### src/rtl/main_controller_pkg.sv
`default_nettype none
// +----------------------------------------------------------------------+
// | main_controller_pkg                                                  |
// | Shared FSM state encoding, selector codes and interval defaults.     |
// | Rev 1.0                                                              |
// +----------------------------------------------------------------------+
package main_controller_pkg;

    typedef enum logic [2:0] {
        MAIN_G1 = 3'd0,
        MAIN_G2 = 3'd1,
        MAIN_Y  = 3'd2,
        WALK    = 3'd3,
        SIDE_G  = 3'd4,
        SIDE_Y  = 3'd5
    } ctrlState_t;

    localparam logic [1:0] SEL_BASE = 2'b00;
    localparam logic [1:0] SEL_EXT  = 2'b01;
    localparam logic [1:0] SEL_YEL  = 2'b10;

    localparam logic [3:0] DEF_T_BASE = 4'd6;
    localparam logic [3:0] DEF_T_EXT  = 4'd3;
    localparam logic [3:0] DEF_T_YEL  = 4'd2;

    // A zero-length interval would never expire, so it is stored as one second.
    function automatic logic [3:0] clampInterval(input logic [3:0] value);
        return (value == 4'd0) ? 4'd1 : value;
    endfunction

endpackage
`default_nettype wire

### src/rtl/main_controller_timer.sv
`default_nettype none
// +----------------------------------------------------------------------+
// | traffic_timer                                                        |
// | One-second tick divider plus seconds counter with expiry compare.    |
// | Rev 1.0                                                              |
// +----------------------------------------------------------------------+
module traffic_timer #(
    parameter int TICK_CYCLES = 4
) (
    input  logic       clk,
    input  logic       reset,
    input  logic       start,
    input  logic [3:0] duration,
    output logic       expired,
    output logic [3:0] seconds
);

    localparam int             DIV_W    = (TICK_CYCLES > 1) ? $clog2(TICK_CYCLES) : 1;
    localparam logic [DIV_W-1:0] DIV_LAST = DIV_W'(TICK_CYCLES - 1);

    logic [DIV_W-1:0] r_div;
    logic [3:0]       r_secs;
    logic             w_tick;

    assign w_tick  = (r_div == DIV_LAST);
    // Expire on the tick that would bring the count up to the duration.
    assign expired = w_tick && (({1'b0, r_secs} + 5'd1) == {1'b0, duration});
    assign seconds = r_secs;

    always_ff @(posedge clk or posedge reset) begin
        if (reset) begin
            r_div  <= '0;
            r_secs <= '0;
        end else if (start) begin
            r_div  <= '0;
            r_secs <= '0;
        end else if (w_tick) begin
            r_div  <= '0;
            r_secs <= r_secs + 4'd1;
        end else begin
            r_div  <= r_div + 1'b1;
        end
    end

endmodule
`default_nettype wire

### src/rtl/main_controller.sv
`default_nettype none
// +----------------------------------------------------------------------+
// | main_controller                                                      |
// | Intersection light sequencer; WALK_EN compiles in the walk phase.    |
// | Rev 1.0                                                              |
// +----------------------------------------------------------------------+
module main_controller
    import main_controller_pkg::*;
#(
    parameter int         TICK_CYCLES = 4,
    parameter logic [3:0] T_BASE_DEF  = DEF_T_BASE,
    parameter logic [3:0] T_EXT_DEF   = DEF_T_EXT,
    parameter logic [3:0] T_YEL_DEF   = DEF_T_YEL
) (
    input  logic       clk,
    input  logic       reset,
    input  logic       trafficSensor,
    input  logic       walkRequest,
    input  logic       reprogram,
    input  logic [1:0] timeSelector,
    input  logic [3:0] timeValue,
    output logic       redMain,
    output logic       yellowMain,
    output logic       greenMain,
    output logic       redSide,
    output logic       yellowSide,
    output logic       greenSide,
    output logic       walkLight
);

    ctrlState_t r_state, w_stateNext;
    logic [1:0] r_sensorSync, r_reprogSync;
    logic       r_reprogPrev;
    logic [3:0] r_tBase, r_tExt, r_tYel;
    logic       r_g2Long, r_sideExt;
    logic       w_sensor, w_load, w_start, w_extend, w_expired, w_walkPending;
    logic [3:0] w_duration, w_seconds;

    always_ff @(posedge clk or posedge reset) begin
        if (reset) begin
            r_sensorSync <= '0;
            r_reprogSync <= '0;
            r_reprogPrev <= 1'b0;
        end else begin
            r_sensorSync <= {r_sensorSync[0], trafficSensor};
            r_reprogSync <= {r_reprogSync[0], reprogram};
            r_reprogPrev <= r_reprogSync[1];
        end
    end

    assign w_sensor = r_sensorSync[1];
    assign w_load   = r_reprogSync[1] & ~r_reprogPrev;

    always_ff @(posedge clk or posedge reset) begin
        if (reset) begin
            r_tBase <= T_BASE_DEF;
            r_tExt  <= T_EXT_DEF;
            r_tYel  <= T_YEL_DEF;
        end else if (w_load) begin
            case (timeSelector)
                SEL_BASE: r_tBase <= clampInterval(timeValue);
                SEL_EXT:  r_tExt  <= clampInterval(timeValue);
                SEL_YEL:  r_tYel  <= clampInterval(timeValue);
                default:  ;
            endcase
        end
    end

`ifdef WALK_EN
    logic [1:0] r_walkSync;
    logic       r_walkPending;

    always_ff @(posedge clk or posedge reset) begin
        if (reset) begin
            r_walkSync    <= '0;
            r_walkPending <= 1'b0;
        end else begin
            r_walkSync <= {r_walkSync[0], walkRequest};
            if (w_start && (w_stateNext == WALK))
                r_walkPending <= 1'b0;
            else if (r_walkSync[1])
                r_walkPending <= 1'b1;
        end
    end

    assign w_walkPending = r_walkPending;
    assign walkLight     = (r_state == WALK);
`else
    logic w_unusedWalk;
    assign w_unusedWalk  = walkRequest;
    assign w_walkPending = 1'b0;
    assign walkLight     = 1'b0;
`endif

    always_comb begin
        w_duration = r_tBase;
        case (r_state)
            MAIN_G2: w_duration = r_g2Long ? r_tExt : r_tBase;
            MAIN_Y:  w_duration = r_tYel;
            WALK:    w_duration = r_tExt;
            SIDE_G:  w_duration = r_sideExt ? r_tExt : r_tBase;
            SIDE_Y:  w_duration = r_tYel;
            default: w_duration = r_tBase;
        endcase
    end

    always_comb begin
        w_stateNext = r_state;
        w_start     = 1'b0;
        w_extend    = 1'b0;
        if (w_load) begin
            w_stateNext = MAIN_G1;
            w_start     = 1'b1;
        end else if (w_expired) begin
            w_start = 1'b1;
            case (r_state)
                MAIN_G1: w_stateNext = MAIN_G2;
                MAIN_G2: w_stateNext = MAIN_Y;
                MAIN_Y:  w_stateNext = w_walkPending ? WALK : SIDE_G;
                WALK:    w_stateNext = SIDE_G;
                SIDE_G: begin
                    if (!r_sideExt && w_sensor) w_extend    = 1'b1;
                    else                        w_stateNext = SIDE_Y;
                end
                default: w_stateNext = MAIN_G1;
            endcase
        end
    end

    // The sensor is also accepted during the first second of MAIN_G2 so a car
    // arriving right at entry is not lost to synchronizer latency.
    always_ff @(posedge clk or posedge reset) begin
        if (reset) begin
            r_state   <= MAIN_G1;
            r_sideExt <= 1'b0;
            r_g2Long  <= 1'b0;
        end else begin
            r_state <= w_stateNext;
            if (w_start) begin
                r_sideExt <= w_extend;
                r_g2Long  <= (w_stateNext == MAIN_G2) && w_sensor;
            end else if ((r_state == MAIN_G2) && (w_seconds == 4'd0) && w_sensor) begin
                r_g2Long  <= 1'b1;
            end
        end
    end

    traffic_timer #(
        .TICK_CYCLES(TICK_CYCLES)
    ) u_timer (
        .clk     (clk),
        .reset   (reset),
        .start   (w_start),
        .duration(w_duration),
        .expired (w_expired),
        .seconds (w_seconds)
    );

    always_comb begin
        redMain    = 1'b0;
        yellowMain = 1'b0;
        greenMain  = 1'b0;
        redSide    = 1'b0;
        yellowSide = 1'b0;
        greenSide  = 1'b0;
        case (r_state)
            MAIN_G1, MAIN_G2: begin greenMain  = 1'b1; redSide    = 1'b1; end
            MAIN_Y:           begin yellowMain = 1'b1; redSide    = 1'b1; end
            SIDE_G:           begin redMain    = 1'b1; greenSide  = 1'b1; end
            SIDE_Y:           begin redMain    = 1'b1; yellowSide = 1'b1; end
            default:          begin redMain    = 1'b1; redSide    = 1'b1; end
        endcase
    end

endmodule
`default_nettype wire

### config.mk
export PLATFORM = sky130hd
export DESIGN_NAME = main_controller
export DESIGN_NICKNAME = d
export VERILOG_FILES = /design/src/rtl/main_controller_pkg.sv /design/src/rtl/main_controller_timer.sv /design/src/rtl/main_controller.sv
export SDC_FILE = /design/constraint.sdc
export NUM_CORES = 1
export LEC_CHECK = 0
export CAP_MARGIN = 25
export CORE_UTILIZATION = 43
export DETAILED_ROUTE_END_ITERATION = 12
export HOLD_SLACK_MARGIN = 0.15
export PLACE_DENSITY = 0.69
export SLEW_MARGIN = 10
export SYNTH_ARGS = -nofsm -noshare
export SYNTH_HDL_FRONTEND = slang
export SYNTH_HIERARCHICAL = 1
export SYNTH_SLANG_ARGS = --single-unit
### constraint.sdc
create_clock -name clk -period 8.2 [get_ports clk]
set_clock_uncertainty 0.2 [all_clocks]
set_input_delay 0.82 -clock clk [delete_from_list [all_inputs] [get_ports clk]]
set_output_delay 0.82 -clock clk [all_outputs]
set_load 0.05 [all_outputs]
==> flow_metrics.py <==
metrics = {
    "pwr": {
        "finalPower_uw": 359,
        "p_seq_share_pct": 54.1,
        "power.density_mw_per_mm2": 215,
        "vdd_drop_max_uv": 117,
        "power_leakage_uw": 0.000670,
        "switchingPower_uw": 115,
        "internal_power_uw": 244,
        "clkPwrFrac_pct": 18.4,
        "sw_frac_of_total_pct": 32.0,
        "comb_power_share_pct": 27.6,
    },
    "floorplanning": {
        "rows": 20,
        "die_y_um": 60.4,
        "start_util_pct": 46.5,
        "die_area_mm2": 0.00365,
        "dieWidth_um": 60.4,
        "coreArea_mm2": 0.00315,
        "ios": 18,
    },
    "clocking": {
        "cts_setup_buffers": 0,
        "cts-resized-gates": 0,
        "insertion_delay_ps": 330,
        "cts.sinks": 28,
        "cts_tree": "built",
        "clock-root-buffer": "clkbuf_4",
        "numCtsBuffers": 3,
        "h-tree-depth": 1,
        "clk_pin_slew_worst_paths_ps": 150,
        "clockBufferDepth": 2,
        "hold_buffers": 0,
    },
    "yosys": {
        "syn_area_per_cell_um2": 10.5,
        "netlist_area_mm2": 0.00147,
        "yosys_warnings": 6,
        "synth_edf_count": 0,
        "synth_cell_type_count": 41,
        "ys_seq_area_share_pct": 48.2,
        "synth_ff_type": "dfrtp_1",
        "ys_async_sr_fraction_pct": 100,
        "syn_nets": 153,
        "syn_inst": 140,
        "synth-seq-cells": 28,
    },
    "routing": {
        "first_pass_iters": 4,
        "initialDrtViolationCount": 59,
        "drtAntennaViolNets": 0,
        "drt_wl_total_um": 2650,
        "num_vias": 1065,
        "drc_errors": 0,
        "via_per_inst": 5.41,
        "wl_per_cell_um": 13.5,
    },
    "timing": {
        "drv_slew": 0,
        "min_period_ps": 3390,
        "finalSetupTns_ps": 0,
        "final-hold-violation-count": 0,
        "worstMarginPinSlew_ps": 823,
        "fmax_mhz": 295,
        "setup_viol": 0,
        "period_share_pct": 41.3,
        "rsz0062_at_grt": "false",
        "relSlewSlack_pct": 45.1,
        "setup_slack_ps": 4810,
    },
    "worst_setup_path": {
        "startpoint_type": "register",
        "slowest_delay_ps": 570,
        "critical-path-slowest-cell": "dfrtp_1",
        "critPathRequiredTime_ps": 8260,
        "path_max_fanout": 16,
        "r2r_slack_ps": 4810,
        "rr_startpoint": "r_state[1]",
        "rr_endpoint": "r_g2Long",
        "cp_cell_sequence": "nand2b_1 -> mux2i_1 -> a22oi_1 -> o21ai_0 -> xor2_1 -> xnor2_1 -> nor3_2 -> nand2b_4 -> a2111oi_4 -> o2111ai_1 -> a21oi_1",
        "critPathKind": "reg -> reg",
        "ff2ff_path_depth": 11,
        "crit_path_end_kind": "register",
        "cp.arrival_ps": 3450,
    },
    "final_layout": {
        "fin_area_mm2": 0.00167,
        "layout-drive-gt1-share_pct": 11.1,
        "fin_nets": 167,
        "n_antenna_cell": 0,
        "syn_to_final_growth_pct": 13.8,
    },
    "worst_hold_path": {
        "worstHoldStart": "r_sensorSync[0]",
        "hold_depth": 0,
        "worstHoldPathType": "reg -> reg",
        "hold_path_end": "r_sensorSync[1]",
    },
    "global_route": {
        "grt_use_total_pct": 18.3,
        "antenna_found_initial": 0,
        "grt_max_degree": 23,
        "grt.overflow.total": 0,
        "grt_pass1_vias": 1088,
        "grt_pass1_wl_um": 5020,
    },
    "job": {
        "maxCapViolCount": 0,
    },
    "place": {
        "postPlaceCellArea_mm2": 0.00163,
        "port_buffers": 15,
        "place_ws_ps": 4850,
        "dp_hpwl_um": 2080,
        "routabilityCongestion": 0.744,
    },
    "status": {
        "status": "finished, final reports clean",
    },
}
## power groups by stage
stage / sequential [µW] / combinational (µW) / clock (µW)
final: 194 / 99.1 / 66.0
after floorplan: 185 / 85.9 / 0
after global routing: 199 / 112 / 74.5
after CTS: 194 / 101 / 69.1
after global placement: 194 / 94.8 / 0
after detailed placement: 197 / 100 / 0
## metrics by stage
stage	hold WS [ps]	util (%)	cells
detailed placement	135	51.8	193
finish	167	53.0	197
global route	186	53.0	197
global placement	133	51.8	193
floorplan	131	-	140
CTS	168	53.0	197
## area by class of cell
type / count / area, µm²
Tap cell: 44 / 55.1
Fill cell: 302 / 1480
Timing Repair Buffer: 15 / 150
Clock buffer: 4 / 36.3
Multi-Input combinational cell: 99 / 696
Sequential cell: 28 / 707
Inverter: 7 / 26.3
## how the worst max path moves through the flow
stage	start	to	slack, ps	cells past startpoint
after detailed placement	r_state[1]	r_g2Long	4850	11
after global placement	r_state[2]	r_g2Long	4940	11
after global routing	r_state[2]	r_g2Long	4500	11
final	r_state[1]	r_g2Long	4810	11
after CTS	r_state[2]	r_g2Long	4810	11
after floorplan	r_state[1]	r_g2Long	4700	12
## cells in the mapped netlist, drive strengths merged, types with 2 or more instances
cell type	count	area, µm²
nand2	8	30.0
xor2	4	35.0
nor2	16	60.1
a21oi	7	35.0
a22oi	4	30.0
inv	7	26.3
nand4	2	12.5
mux2	6	67.6
dfstp	5	131
buf	6	38.8
mux2i	3	30.0
dfrtp	23	576
xnor2	5	43.8
ha	2	25.0
a21o	2	15.0
nor2b	3	18.8
nor3b	3	32.5
nand2b	6	45.0
nand3	3	15.0
nor3	4	30.0
o21ai	8	40.0
## critical path, delay by kind of cell (launching register included)
family / cells / cell delay (ps)
simple gates: 3 / 900
mux: 1 / 330
xor+xnor: 2 / 310
flops: 1 / 570
compound gates: 5 / 1000
## cell usage in the layout (no fill, tap or decap), drive strengths merged, types with 3 or more instances in the layout
cell           synthesis  routed
nand3                  3       3
xor2                   4       4
o21ai                  8       8
inv                    7       7
xnor2                  5       5
nor3b                  3       3
mux2i                  3       3
dfstp                  5       5
nor2                  16      16
clkdlybuf4s50          0      15
nor2b                  3       3
nand2b                 6       6
a22oi                  4       4
mux2                   6       6
clkbuf                 0       4
dfrtp                 23      23
nor3                   4       4
a21oi                  7       7
nand2                  8       8
## sequential cells by signal, summed over array words and instances, names as in the netlist, 2 cells and up
register and cells:
r_reprogSync 2, u_timer/r_div 2, r_tExt 4, u_timer/seconds 4, r_state 3, r_tBase 4
r_sensorSync 2, r_tYel 4
## metal layers
layer	global-route usage [%]	part of all wire, %	vias to the layer above
met5	0	0	-
met3	2.56	3.8	2
li1	-	-	514
met4	4.87	0.83	0
met2	30.0	48	25
met1	25.7	47	524
## cell families after synthesis
group           after synthesis  synth area share, %
buf+inv                      13                 4.43
fa+ha+maj                     2                 1.70
xor+xnor                      9                 5.37
mux                           9                 6.65
other cells                   1                0.256
compound gates               30                 15.3
simple gates                 48                 18.2
flops                        28                 48.2
Note: power is estimated with default switching activity, not from simulation.
==> RTL change 1 (same flow settings) <==
Add an input register stage for `trafficSensor`, `reprogram`, `timeSelector` and `timeValue`, without a reset; this delays them by one clock. The other inputs are not delayed to match.
--- a/src/rtl/main_controller.sv
+++ b/src/rtl/main_controller.sv
@@ -30,2 +30,14 @@
 
+    logic trafficSensor_q;
+    logic reprogram_q;
+    logic [1:0] timeSelector_q;
+    logic [3:0] timeValue_q;
+
+    always_ff @(posedge clk) begin
+        trafficSensor_q <= trafficSensor;
+        reprogram_q     <= reprogram;
+        timeSelector_q  <= timeSelector;
+        timeValue_q     <= timeValue;
+    end
+
     ctrlState_t r_state, w_stateNext;
@@ -44,4 +56,4 @@
         end else begin
-            r_sensorSync <= {r_sensorSync[0], trafficSensor};
-            r_reprogSync <= {r_reprogSync[0], reprogram};
+            r_sensorSync <= {r_sensorSync[0], trafficSensor_q};
+            r_reprogSync <= {r_reprogSync[0], reprogram_q};
             r_reprogPrev <= r_reprogSync[1];
@@ -59,6 +71,6 @@
         end else if (w_load) begin
-            case (timeSelector)
-                SEL_BASE: r_tBase <= clampInterval(timeValue);
-                SEL_EXT:  r_tExt  <= clampInterval(timeValue);
-                SEL_YEL:  r_tYel  <= clampInterval(timeValue);
+            case (timeSelector_q)
+                SEL_BASE: r_tBase <= clampInterval(timeValue_q);
+                SEL_EXT:  r_tExt  <= clampInterval(timeValue_q);
+                SEL_YEL:  r_tYel  <= clampInterval(timeValue_q);
                 default:  ;
Behaviour: same outputs for any inputs over 10 cycles, from zero or initial values and one cycle with reset high; that may be too few to reach the edited logic, so the function may still have changed.
==> RTL change 1 against the unedited design <==
  * Area after synthesis increased by 10%
  * Sequential power up 20%
  * Power is 34% higher
  * Highest routed layer unchanged
  * Sequential share of layout area increased by 3.3 points
  * Sequential cell count grew 8
  * Final area increased by 14%
  * Worst setup slack better by 190 ps
  * Largest power group unchanged
  * Wire length grew 4.4%
==> RTL change 1: results (changes against the unedited design) <==
- Data arrival time of the critical path: 2180 ps (-1270 ps)
- Met1 Routed Length: 1.231 mm (-1.9%)
- Nets in the synthesized netlist: 161 (+5.2%)
- Leading post-synthesis cells by instance count: sky130_fd_sc_hd__dfrtp_1 (23), sky130_fd_sc_hd__nor2_1 (13), sky130_fd_sc_hd__inv_1 (12)
- Pin count of the biggest net entering global routing: 23 (unchanged)
- Number of buffers added by the clock tree synthesis step: 5 (+2)
- Static leakage: 0.0007941 uW (+18%)
- Antenna diode instance count: 0 (unchanged)
- Fillers: 298 (-1.3%)
- Via count of the first global-routing pass: 1,072 (-1.5%)
- Kind of path behind the tightest hold check: reg2reg
- Result of the run: complete, no violations
- Ys Warns: 6 (unchanged)
- Top cells by area, synth: sky130_fd_sc_hd__dfrtp_1 (36%), sky130_fd_sc_hd__dfxtp_1 (9.9%), sky130_fd_sc_hd__dfstp_2 (8.1%), sky130_fd_sc_hd__nor2_1 (3.0%), sky130_fd_sc_hd__inv_1 (2.8%)
- Critical Path Slowest Stage Cell: sky130_fd_sc_hd__clkdlybuf4s50_1
- Met2 routed wirelength: 1.364 mm (+7.4%)
- Max Root-Sink Buffers: 2 (unchanged)
- Initial antenna violation count: 0 (unchanged)
- Wire length of the first global-routing pass: 4.767 mm (-5.0%)
- Overall Global Routing Usage: 15.76% (-2.6 points)
- Async S/R FF share, synth: 77.78% (-22 points)
- Worst slew pin tran: 837.3 ps (+14.17 ps)
- Max H-tree Level: 2 (+1)
- DR WL met3: 112 um (+11%)
- Top layer used by detailed routing: met4
- Number of vias per cell: 5.160 (-4.5%)
- Distinct cell type count after synthesis: 41 (unchanged)
- Cell family with most CP delay: buffers and inverters
- VDD IR-drop max: 0.0001451 V (+24%)
- Final #Nets: 178 (+6.6%)
- I/O Buffers: 15 (unchanged)
- Total wirelength of the detailed-routed design: 2.766 mm (+4.4%)
- First-pass detailed-route iteration total: 4 (unchanged)
- Library cell used as clock root buffer: sky130_fd_sc_hd__clkbuf_8
- Detailed router's first-iteration violation count: 36 (-39%)
- Final Wtd Congestion: 0.7525 (+1.2%)
- Hpwl dp: 2.015 mm (-3.0%)
- Flip-flop cell with the highest count after synthesis: sky130_fd_sc_hd__dfrtp_1
- Sequential element share of the synthesized area: 53.68% (+5.5 points)
- Peak fanout along the critical path: 13 (-3)
- Resize count post-CTS: 0 (unchanged)
- Fraction of layout cells with a size suffix above 1: 12.65% (+1.5 points)
- Later-pin clock latency in the skew report: 290 ps (-40 ps)
- Highest cell delay on the worst timing path: 870 ps (+300 ps)
- Clock transition at the register clock pins on the worst setup and hold paths after CTS: 70 ps (-80 ps)
[RTL change 1: changes by cell type in the layout (fill, tap and decap cells not counted), moves of 3 or more]
cell                       change
sky130_fd_sc_hd__nor2_1        -3
sky130_fd_sc_hd__nand2b_1      -3
sky130_fd_sc_hd__clkbuf_8      +4
sky130_fd_sc_hd__dfxtp_1       +8
sky130_fd_sc_hd__inv_1         +6
sky130_fd_sc_hd__mux2_1        -3
sky130_fd_sc_hd__o21ai_0       -3
sky130_fd_sc_hd__clkbuf_4      -3
sky130_fd_sc_hd__a22oi_1       -4
sky130_fd_sc_hd__o221ai_1      +4
sky130_fd_sc_hd__o21ai_1       +7
[RTL change 1: final cells by class]
type	count	area, sq um	share of cell area (%)
Multi-Input combinational cell	93	650.6	34.21
Timing Repair Buffer	17	170.2	8.947
Tap cell	46	57.56	3.026
Inverter	12	45.04	2.368
Sequential cell	36	867.1	45.59
Clock inverter	3	42.54	2.237
Clock buffer	5	68.82	3.618
[RTL change 1: routing by layer]
| metal | vias up | track usage [%] |
|---|---|---|
| met5 | - | 0 |
| met4 | 0 | 7.670 |
| met3 | 6 | 4.348 |
| met2 | 25 | 26.34 |
| met1 | 529 | 18.56 |
| li1 | 534 | - |
[RTL change 1: timing repair]
action / in CTS / in global routing
setup buffers: 0 / 0
hold buffers: 2 / 0
hold endpoints to repair: 2 / 0
[RTL change 1: power by group]
group / internal (uW) / leakage, uW / total [uW] / switching (uW)
sequential: 208 / 0.000411 / 232 / 23.6
combinational: 47.1 / 0.000329 / 96.3 / 49.2
clock: 89.9 / 0.0000541 / 154 / 63.7
[RTL change 1: logic make-up (layout without fill, tap and decap cells)]
logic type	after synthesis	after routing	synth area share [%]
compound gates	27	27	11.23
mux	5	5	3.331
fa+ha+maj	2	2	1.549
other cells	1	1	0.2322
buf+inv	19	37	6.041
simple gates	49	49	19.05
xor+xnor	9	9	4.880
flops	36	36	53.68
[RTL change 1: final timing paths]
kind	cells past startpoint	slack [ps]	from	end
worst max-delay path	2	5000	r_state[1]	yellowMain
worst min-delay path	0	160	r_sensorSync[0]	r_sensorSync[1]
worst max register to register	8	5210	r_state[1]	r_state[0]
worst min register to register	0	160	r_sensorSync[0]	r_sensorSync[1]
max in group asynchronous	2	6440	reset	r_tYel[2]
min in group asynchronous	2	570	reset	u_timer/r_div[0]
[RTL change 1: metrics by stage]
step	power, uW	setup slack, ps	cells	instance area, sq um	hold WS [ps]
after floorplan	312.8	5384	148	1615	116.3
after CTS	487.4	5008	212	1902	164.8
after global routing	509.5	4940	212	1902	189.0
final	482.0	5000	212	1902	158.7
after detailed placement	332.1	5233	202	1770	120.9
after global placement	326.2	5305	202	1770	118.0
==> RTL change 2 (config.mk and constraints unchanged) <==
Without the edit above. `TICK_CYCLES` is set to 4 in 2 places; all go to 8.
--- a/src/rtl/main_controller_timer.sv
+++ b/src/rtl/main_controller_timer.sv
@@ -7,3 +7,3 @@
 module traffic_timer #(
-    parameter int TICK_CYCLES = 4
+    parameter int TICK_CYCLES = 8
 ) (
--- a/src/rtl/main_controller.sv
+++ b/src/rtl/main_controller.sv
@@ -9,3 +9,3 @@
 #(
-    parameter int         TICK_CYCLES = 4,
+    parameter int         TICK_CYCLES = 8,
     parameter logic [3:0] T_BASE_DEF  = DEF_T_BASE,
Formal check against the unedited RTL: no difference found for any inputs over 10 cycles, from zero or initial values and one cycle with reset high; that may be too few to reach the edited logic, so the function may still have changed.
==> RTL change 2 against the unedited design <==
  * First-iteration DRC count down 37%
  * Sequential cell count rose by 1
  * Power is 5.2% lower
  * Wire length rose by 4.3%
  * Final area increased by 3.9%
  * Critical path type unchanged
  * Largest power group unchanged
  * Area after synthesis up 2.6%
  * Worst setup slack worse by 270 ps
  * Count of clock-buffer cells in the layout is 1 higher
  * Via count is 0.28% lower
  * Critical path depth unchanged
==> RTL change 2: results (changes against the unedited design) <==
- Max Root-Sink Buffers: 2 (unchanged)
- Total wirelength of the detailed-routed design: 2.764 mm (+4.3%)
- Later-pin clock latency in the skew report: 340 ps
- Ys Warns: 6 (unchanged)
- Fraction of layout cells with a size suffix above 1: 12.50% (+1.4 points)
- Result of the run: complete, no violations
- Antenna diode instance count: 0 (unchanged)
- Highest cell delay on the worst timing path: 800 ps (+230 ps)
- Count of hold buffers inserted by post-cts repair: 0 (unchanged)
- Peak fanout along the critical path: 16 (unchanged)
- Number of buffers added by the clock tree synthesis step: 5 (+2)
- Worst relative slew slack: 30.85% (-14 points)
- Nets in the synthesized netlist: 157 (+2.6%)
- Wire length of the first global-routing pass: 4.719 mm (-5.9%)
- Post-DRT Antenna Nets: 0 (unchanged)
- Hpwl dp: 2.058 mm (-0.97%)
- Worst setup slack after placement: 4581 ps (-264.5 ps)
- Resize count post-CTS: 0 (unchanged)
- Clock transition at the register clock pins on the worst setup and hold paths after CTS: 110 ps (-40 ps)
- Via count of the first global-routing pass: 1,045 (-4.0%)
- Max H-tree Level: 2 (+1)
- Static leakage: 0.0006987 uW (+4.2%)
- Grt total ovfl: 0 (unchanged)
- Data arrival time of the critical path: 3720 ps (+270 ps)
- I/O Buffers: 15 (unchanged)
- Leading post-synthesis cells by instance count: sky130_fd_sc_hd__dfrtp_1 (24), sky130_fd_sc_hd__nor2_1 (16), sky130_fd_sc_hd__nand2_1 (8)
- Flip-flop cell with the highest count after synthesis: sky130_fd_sc_hd__dfrtp_1
- Initial antenna violation count: 0 (unchanged)
- First-pass detailed-route iteration total: 7 (+3)
- Final Wtd Congestion: 0.7660 (+3.0%)
- Fillers: 315 (+4.3%)
- Number of vias per cell: 5.155 (-4.6%)
- Top cells by area, synth: sky130_fd_sc_hd__dfrtp_1 (40%), sky130_fd_sc_hd__dfstp_2 (8.7%), sky130_fd_sc_hd__mux2_1 (4.5%), sky130_fd_sc_hd__nor2_1 (4.0%), sky130_fd_sc_hd__xnor2_1 (2.9%)
- Buffer count from post-CTS setup fixing: 0 (unchanged)
- Pin count of the biggest net entering global routing: 23 (unchanged)
- Async S/R FF share, synth: 100.0% (unchanged)
- Sequential element share of the synthesized area: 48.59% (+0.42 points)
- Detailed router's first-iteration violation count: 37 (-37%)
- Overall Global Routing Usage: 17.94% (-0.41 points)
- Library cell used as clock root buffer: sky130_fd_sc_hd__clkbuf_4
- Distinct cell type count after synthesis: 41 (unchanged)
- Kind of path behind the tightest hold check: reg2reg
- Critical Path Slowest Stage Cell: sky130_fd_sc_hd__nor3_1
- VDD IR-drop max: 0.00008731 V (-25%)
- Final #Nets: 173 (+3.6%)
==> RTL change 2: path summary, 6_finish.rpt <==
kind / start / end / slack, ps / cells past startpoint
max: r_state[2] / r_g2Long / 4550 / 11
min: r_sensorSync[0] / r_sensorSync[1] / 160 / 0
max reg2reg: r_state[2] / r_g2Long / 4550 / 11
min reg2reg: r_sensorSync[0] / r_sensorSync[1] / 160 / 0
max in group asynchronous: reset / r_tExt[2] / 6510 / 2
min in group asynchronous: reset / u_timer/seconds[2] / 530 / 2
==> RTL change 2: worst max-delay path: cells and delay by family (launching register included) <==
kind	cells	cell delay, ps
AOI/OAI and AO/OA	6	1340
xor gates and xnor gates	1	170
and+or+nand+nor	4	1220
DFF	1	630
==> RTL change 2: final cells by class <==
class / instances / area (sq um) / area share (%)
clock buffer: 5 / 37.54 / 2.163
clock inverter: 3 / 22.52 / 1.298
inverter: 7 / 26.28 / 1.514
timing repair buffer: 15 / 150.1 / 8.652
tap: 46 / 57.56 / 3.317
multi-input combinational: 101 / 709.4 / 40.88
sequential: 29 / 732.0 / 42.18
==> RTL change 2: stage by stage <==
step                      util, %  instances
after floorplan                 -        143
after global placement      50.21        198
after detailed placement    50.21        198
after CTS                   52.01        206
after global routing        52.01        206
final                       52.01        206
==> RTL change 2: kinds of logic after synthesis <==
kind of cell             share of synthesized area (%)
AO/OA/AOI/OAI                                    14.87
XOR/XNOR                                         5.232
adder cells (fa/ha/maj)                          2.492
buffers and inverters                            4.319
flip-flops                                       48.59
multiplexers                                     6.478
other                                           0.2489
AND/OR/NAND/NOR                                  17.77
==> RTL change 2: where the power goes <==
part	internal, uW	switching [uW]
Sequential	170	17.5
Clock	33.1	54.1
Combinational	33.6	32.5
==> RTL change 2: layer usage <==
metal	track usage, %	up-vias	wire length, um
li1	-	527	-
met1	21.79	501	1244
met2	27.64	26	1319
met4	9.416	0	76
met5	0	-	0
met3	6.933	8	124
